$ cat config.mk
export PLATFORM = sky130hd
export DESIGN_NAME = axil_read_router
export DESIGN_NICKNAME = d
export VERILOG_FILES = /design/src/rtl/axil_read_router.sv
export SDC_FILE = /design/constraint.sdc
export NUM_CORES = 1
export LEC_CHECK = 0
export CAP_MARGIN = 0
export CORE_MARGIN = 1
export CORE_UTILIZATION = 36
export DETAILED_ROUTE_END_ITERATION = 7
export PLACE_DENSITY = 0.92
export SETUP_SLACK_MARGIN = 0.02
export SLEW_MARGIN = 10
export SYNTH_ARGS = -nofsm -noshare
export SYNTH_HDL_FRONTEND = slang
export SYNTH_SLANG_ARGS = --single-unit
$ cat constraint.sdc
create_clock -name clk -period 3.1 [get_ports clk]
set_input_delay 0.62 -clock clk [delete_from_list [all_inputs] [get_ports clk]]
set_output_delay 0.62 -clock clk [all_outputs]
set_load 0.02 [all_outputs]
$ cat src/rtl/axil_read_router.sv
// AXI-Lite read-channel router: one master, N address-decoded slaves.
// One transaction in flight; unmapped reads are answered locally with DECERR.
module axil_read_router #(
    parameter int N          = 4,
    parameter int ADDR_WIDTH = 32,
    parameter int DATA_WIDTH = 32,
    parameter logic [N*ADDR_WIDTH-1:0] BASE_ADDR =
        {32'h3000, 32'h2000, 32'h1000, 32'h0},
    parameter logic [N*ADDR_WIDTH-1:0] SIZE = {4{32'h1000}}
) (
    input  logic                    clk,
    input  logic                    rst,
    input  logic [ADDR_WIDTH-1:0]   s_araddr,
    input  logic                    s_arvalid,
    output logic                    s_arready,
    output logic [DATA_WIDTH-1:0]   s_rdata,
    output logic [1:0]              s_rresp,
    output logic                    s_rvalid,
    input  logic                    s_rready,
    output logic [ADDR_WIDTH-1:0]   m_araddr,
    output logic [N-1:0]            m_arvalid,
    input  logic [N-1:0]            m_arready,
    input  logic [N*DATA_WIDTH-1:0] m_rdata,
    input  logic [2*N-1:0]          m_rresp,
    input  logic [N-1:0]            m_rvalid,
    output logic [N-1:0]            m_rready,
    output logic                    busy,
    output logic [15:0]             decerr_cnt
);

    localparam int SEL_W = (N > 1) ? $clog2(N) : 1;

    typedef enum logic [1:0] {
        IDLE,
        ADDR,
        DATA,
        ERR
    } state_t;

    state_t                state_q, state_d;
    logic [SEL_W-1:0]      sel_q, sel_d;
    logic [ADDR_WIDTH-1:0] addr_q, addr_d;
    logic [15:0]           cnt_q, cnt_d;

    logic                  hit;
    logic [SEL_W-1:0]      hit_idx;
    logic [ADDR_WIDTH-1:0] base_v;
    logic [ADDR_WIDTH-1:0] size_v;
    logic [ADDR_WIDTH-1:0] off_v;

    // Window decode; scanning downward lets the lowest matching index win.
    // The offset is taken modulo 2^ADDR_WIDTH so a top-of-space window never wraps.
    always_comb begin
        hit     = 1'b0;
        hit_idx = '0;
        base_v  = '0;
        size_v  = '0;
        off_v   = '0;
        for (int i = N - 1; i >= 0; i--) begin
            base_v = BASE_ADDR[i*ADDR_WIDTH +: ADDR_WIDTH];
            size_v = SIZE[i*ADDR_WIDTH +: ADDR_WIDTH];
            off_v  = s_araddr - base_v;
            if (s_araddr >= base_v && off_v < size_v) begin
                hit     = 1'b1;
                hit_idx = SEL_W'(i);
            end
        end
    end

    // Next-state and channel steering; R path is a pure passthrough in DATA.
    always_comb begin
        state_d   = state_q;
        sel_d     = sel_q;
        addr_d    = addr_q;
        cnt_d     = cnt_q;
        m_arvalid = '0;
        m_rready  = '0;
        s_rvalid  = 1'b0;
        s_rdata   = '0;
        s_rresp   = 2'b00;
        unique case (state_q)
            IDLE: begin
                if (s_arvalid) begin
                    addr_d  = s_araddr;
                    sel_d   = hit_idx;
                    state_d = hit ? ADDR : ERR;
                end
            end
            ADDR: begin
                m_arvalid[sel_q] = 1'b1;
                if (m_arready[sel_q]) begin
                    state_d = DATA;
                end
            end
            DATA: begin
                s_rvalid        = m_rvalid[sel_q];
                s_rdata         = m_rdata[sel_q*DATA_WIDTH +: DATA_WIDTH];
                s_rresp         = m_rresp[sel_q*2 +: 2];
                m_rready[sel_q] = s_rready;
                if (m_rvalid[sel_q] && s_rready) begin
                    state_d = IDLE;
                end
            end
            ERR: begin
                s_rvalid = 1'b1;
                s_rresp  = 2'b11;
                if (s_rready) begin
                    state_d = IDLE;
                    if (cnt_q != 16'hFFFF) begin
                        cnt_d = cnt_q + 16'd1;
                    end
                end
            end
            default: begin
                state_d = IDLE;
            end
        endcase
    end

    // State, latched request and DECERR counter registers.
    always_ff @(posedge clk) begin
        if (rst) begin
            state_q <= IDLE;
            sel_q   <= '0;
            addr_q  <= '0;
            cnt_q   <= '0;
        end else begin
            state_q <= state_d;
            sel_q   <= sel_d;
            addr_q  <= addr_d;
            cnt_q   <= cnt_d;
        end
    end

    assign s_arready  = (state_q == IDLE) && !rst;
    assign m_araddr   = addr_q;
    assign busy       = (state_q != IDLE);
    assign decerr_cnt = cnt_q;

endmodule

==> results of run 1 <==
-- cells in the mapped netlist (2+ instances only) --
master	number
nor4_4	3
clkbuf_1	25
dfxtp_1	52
nor3_1	10
a21oi_1	42
a211oi_1	2
nor4b_1	2
o211ai_1	2
xor2_1	8
mux4_2	36
and2_1	2
nor2b_1	36
inv_1	7
nand2_1	83
nand3_1	14
nand2b_1	5
or3_1	6
o31ai_1	2
o21a_1	3
nand3b_1	2
nor2_1	39
nor4_1	5
nand4_1	11
o21ai_0	5
buf_1	4
buf_4	2
ha_1	4
xnor2_1	13
-- worst min path at each step --
| stage | start | to | slack (ps) | cells after the start |
|---|---|---|---|---|
| 6_report | m_araddr[23] | m_araddr[23] | 460 | 2 |
| 5_1_grt | m_araddr[16] | m_araddr[16] | 480 | 2 |
| 4_1_cts | m_araddr[23] | m_araddr[23] | 460 | 2 |
| 3_5_place_dp | m_araddr[23] | m_araddr[23] | 450 | 2 |
| 3_3_place_gp | m_araddr[8] | m_araddr[8] | 440 | 2 |
| 2_1_floorplan | m_araddr[0] | m_araddr[0] | 530 | 2 |
-- final cells by class --
class,instances,area [um^2],share of cell area [%]
timing repair buffer,301,3030,43.4
sequential,52,1050,15.0
clock buffer,5,68.8,0.985
inverter,7,26.3,0.376
multi-input combinational,355,2620,37.5
tap,136,170,2.43
clock inverter,3,26.3,0.376
-- routing by layer --
layer  share of wire (%)  GRT usage [%]  vias to the layer above  wire length [um]
met5                   0              0                        -                 0
li1                    -              -                     2147                 -
met1                  37           32.7                     2209              6200
met4                 1.3           5.13                        0               216
met3                 9.5           9.28                       21              1580
met2                  52           54.8                      197              8660
-- critical path: stages --
cell and delay (ps):
clkdlybuf4s50_1 450, mux4_2 500, nor2_1 140, nor2b_1 100, clkdlybuf4s50_1 550
-- layout by cell type (no fill, tap or decap), types with 2 or more instances in the layout --
master           instances
xnor2_1                 13
nor2_1                  39
ha_1                     4
mux4_2                  36
buf_12                   9
a211oi_1                 2
inv_1                    7
nor4_1                   5
nor4_4                   3
nor3_1                  10
nor2b_1                 36
nand2_1                 83
o31ai_1                  2
clkdlybuf4s50_1        265
nor4b_1                  2
or3_1                    6
o211ai_1                 2
o21a_1                   3
xor2_1                   8
nand2b_1                 5
nand3b_1                 2
o21ai_0                  5
dfxtp_1                 50
clkinvlp_4               2
nand4_1                 11
buf_4                   26
nand3_1                 14
a21oi_1                 42
and2_1                   2
clkbuf_8                 5
-- report_power, final --
| group | switching (uW) | internal (uW) | leakage (uW) |
|---|---|---|---|
| Clock | 246 | 165 | 0.0000423 |
| Combinational | 610 | 644 | 0.00188 |
| Sequential | 50.5 | 725 | 0.000425 |
-- what timing repair did --
item / 4_1_cts / 5_1_grt
hold buffers: 0 / 0
buffers inserted: 0 / 0
setup endpoints to repair: 0 / 1
resized for setup: 0 / 1
-- flip-flops by register name, summed over array words and instances, names as in the netlist --
name and flops:
state_q 2, m_araddr 32, sel_q 2, decerr_cnt 16
-- stage by stage --
| stage | power, uW | cells |
|---|---|---|
| floorplan | 1310 | 448 |
| global placement | 2020 | 851 |
| detailed placement | 2040 | 851 |
| CTS | 2460 | 859 |
| global route | 2570 | 859 |
| finish | 2440 | 859 |
-- cells by family after synthesis --
family                     Yosys count  synth area share [%]
and+or+nand+nor                    227                  30.5
adders and majority gates            5                  1.60
xor gates and xnor gates            21                  4.79
buffers and inverters               41                  4.69
DFF                                 52                  27.1
AOI/OAI and AO/OA                   66                  10.2
muxes                               36                  21.1
==> impl_metrics.toml, run 1 <==
[outcome]
status = "finished, final reports clean"

[synthesis]
syn-num-nets = 632
synth_seq_area_share_pct = 27.1
synth_area_leaders = "dfxtp_1 27%, mux4_2 21%, nand2_1 8.1%"
synth_async_sr_flop_share_pct = 0
synthCells = 448
yosysWarningCount = 0
synthesis.area_um2 = 3840
syn_area_per_cell_um2 = 8.57
synth_seq_cells = 52
ys_types = 51
synth_top_cell_area_share_pct = 27.1
synth-edff-count = 0
ys.flop_type = "dfxtp_1"
yosysTopAreaCell = "dfxtp_1"

[final_layout]
area_growth_pct = 82.0
drive_gt1_share_pct = 13.0
post-route-util_pct = 67.7
num_antenna_cells = 0
stdcell_area_um2 = 6990
fillers = 837
nets = 906

[worst_setup_path]
crit_path_start_kind = "input pin"
r2r_cells = 7
crit_fanout = 2
cp.arrival_ps = 2360
reg2reg_slack_ps = 940
required_ps = 2480
cp-endpoint = "s_rvalid"
r2r-start = "decerr_cnt[0]"
worstReg2RegEnd = "decerr_cnt[13]"
path_class = "in -> out"
worstSetupEndpointType = "primary output"
crit_start = "m_rvalid[0]"

[drt]
drt_iter0_drc = 265
wl_per_cell_um = 19.4
remaining_drc_errors = 0
via_per_inst = 5.32
via_count = 4574
dr.pass1.iters = 5
final_antenna_net_count = 0
wl_um = 16700

[placed_design]
pre_cts_slack_ps = 37.5
place.gp.congestion = 0.946
hpwlAfterDp_um = 13800
io_buffers = 272
dpl_cell_area_um2 = 6890

[power_and_ir_drop]
p_per_area_nw_per_um2 = 349
p_leak_uw = 0.00234
max-vdd-ir-drop_v = 0.000242

[sta]
hold_violations = 0
fin_setup_tns_ps = 0
min_period_over_period_pct = 96.1
maxSlewHeadroom_pct = 46.6
fin_crit_ps = 2980
skew_ps = 15.2
timing.fmax_ghz = 0.336
setup_ws_ps = 122
whs_ps = 459
maxSlewViolCount = 0
setup_violations = 0
grt_setup_unrepaired = "no"
tightest_slew_ps = 795

[clock_tree]
cts_tree = "yes"
htreeDepth = 2
clock_latency_ps = 310
numCtsBuffers = 5
clock_sinks = 52
clkTransAtPathRegs_ps = 100
cts_max_path_buffers = 2
cts-root-buf = "clkbuf_8"

[floorplanning]
num_rows = 37
coreArea_um2 = 10300
dieArea_um2 = 11100
io_pins = 273
die_width_um = 105
start_util_pct = 37.2
chipHeight_um = 105

[grt]
track_usage_pct = 29.4
grt-ovfl-total = 0
antenna_found_initial = 0
grt_pass1_vias = 4677
grt_max_degree = 53
grt_pass1_wl_um = 25300

[hold_path]
min_path_type = "reg -> reg"

[run]
cap_violations = 0
No activity file was read; power rests on OpenSTA's default activity.
==> run 2: changes to the inputs <==
--- a/config.mk
+++ b/config.mk
@@ -5,7 +5,7 @@
 export SDC_FILE = /design/constraint.sdc
 export NUM_CORES = 1
 export LEC_CHECK = 0
-export CAP_MARGIN = 0
+export CAP_MARGIN = 10
 export CORE_MARGIN = 1
 export CORE_UTILIZATION = 36
 export DETAILED_ROUTE_END_ITERATION = 7
==> results of run 2 <==
Same layout as run 1: the final DEF is identical, and so are final timing and power.
==> run 3: changes to the inputs <==
--- a/config.mk
+++ b/config.mk
@@ -6,7 +6,8 @@
 export NUM_CORES = 1
 export LEC_CHECK = 0
 export CAP_MARGIN = 10
-export CORE_MARGIN = 1
+export CORE_ASPECT_RATIO = 1.4
+export CORE_MARGIN = 2
 export CORE_UTILIZATION = 36
 export DETAILED_ROUTE_END_ITERATION = 7
 export PLACE_DENSITY = 0.92
==> impl_metrics.toml, run 3 (synthesis results as in run 1) <==
[final_layout]
layout_common_cells = "271 x clkdlybuf4s50_1, 83 x nand2_1, 50 x dfxtp_1"
area_growth_pct = 81.5
largest_register_ffs = 32
drive_gt1_share_pct = 12.3
fillers = 813
instances_no_fill = 862
nets = 907
layout_commonest_cell = "clkdlybuf4s50_1"
num_antenna_cells = 0

[sta]
min_period_over_period_pct = 96.1
fin_setup_tns_ps = 0
hold_violations = 0
skew_ps = 5.39
fin_crit_ps = 2980
maxSlewHeadroom_pct = 49.9
grt_setup_unrepaired = "no"
setup_violations = 0
tightest_slew_ps = 745
maxSlewViolCount = 0
timing.fmax_ghz = 0.336

[clock_tree]
ctsResizeCount = 0
cts-root-buf = "clkbuf_16"
cts_hold_buf = 0
numCtsBuffers = 5
htreeDepth = 2
clock_latency_ps = 300
post_cts_buffers = 0
cts_max_path_buffers = 2
cts_tree = "yes"
clkTransAtPathRegs_ps = 70
clock_sinks = 52

[worst_setup_path]
worstSetupEndpointType = "primary output"
crit_fanout = 2
crit_path_start_kind = "input pin"
r2r_cells = 7
path_class = "in -> out"
required_ps = 2480
cp.arrival_ps = 2360

[drt]
wl_per_cell_um = 19.1
remaining_drc_errors = 0
wl_um = 16500
via_per_inst = 5.20
drt_iter0_drc = 236
final_antenna_net_count = 0
via_count = 4482
dr.pass1.iters = 4

[floorplanning]
die_width_um = 91.3
num_rows = 44
start_util_pct = 36.9
dieArea_um2 = 11500
chipHeight_um = 126
coreArea_um2 = 10400
io_pins = 273

[placed_design]
placedCellCount = 854
io_buffers = 272
place.gp.congestion = 0.964
hpwlAfterDp_um = 13700

[outcome]
status = "finished, final reports clean"

[grt]
antenna_found_initial = 1
grt_pass1_wl_um = 24900
grt-ovfl-total = 0
grt_pass1_vias = 4661
track_usage_pct = 27.7
grt_max_degree = 53

[run]
cap_violations = 0

[hold_path]
worstHoldPathCells = 2
min_path_type = "reg -> reg"

[power_and_ir_drop]
p_leak_uw = 0.00234
max-vdd-ir-drop_v = 0.000258
p_per_area_nw_per_um2 = 369
p_total_uw = 2570
run 3: area by class of cell:
| cell class | instances | area, um^2 | area share (%) |
|---|---|---|---|
| well taps | 138 | 173 | 2.48 |
| flip-flops and latches | 52 | 1040 | 15.0 |
| clock inverters | 3 | 26.3 | 0.377 |
| multi-input cells | 355 | 2620 | 37.6 |
| repair buffers | 302 | 2960 | 42.4 |
| clock buffers | 5 | 125 | 1.80 |
| inverters | 7 | 26.3 | 0.377 |
run 3: worst paths after layout:
kind	start	slack [ps]	end
setup / recovery	m_rvalid[3]	120	s_rvalid
hold / removal	m_araddr[28]	460	m_araddr[28]
setup reg to reg	decerr_cnt[0]	960	decerr_cnt[13]
hold reg to reg	m_araddr[28]	460	m_araddr[28]
run 3: report_power, final:
group,switching [uW],internal (uW)
combinational,600,614
clock,274,306
sequential,48.2,725
run 3: worst max-delay path, stage by stage:
cell and delay, ps:
clkdlybuf4s50_1 420, mux4_2 500, nor2_1 160, nor2b_1 100, clkdlybuf4s50_1 560
run 3: stage by stage:
stage | utilization (%) | hold slack [ps] | instance area (um^2) | setup WS, ps
6_report | 67.0 | 455 | 6970 | 121
4_1_cts | 67.0 | 457 | 6970 | 111
3_5_place_dp | 65.5 | 448 | 6820 | -36.7
2_1_floorplan | - | 535 | 3840 | 499
3_3_place_gp | 65.5 | 441 | 6820 | 45.5
5_1_grt | 67.0 | 478 | 6970 | 51.1
run 3: routing by layer:
layer	vias to the layer above	track usage, %	part of all wire, %
met5	-	0	0.079
met4	2	8.47	2.3
met3	27	11.7	11
met2	203	49.8	51
met1	2107	29.3	36
li1	2143	-	-
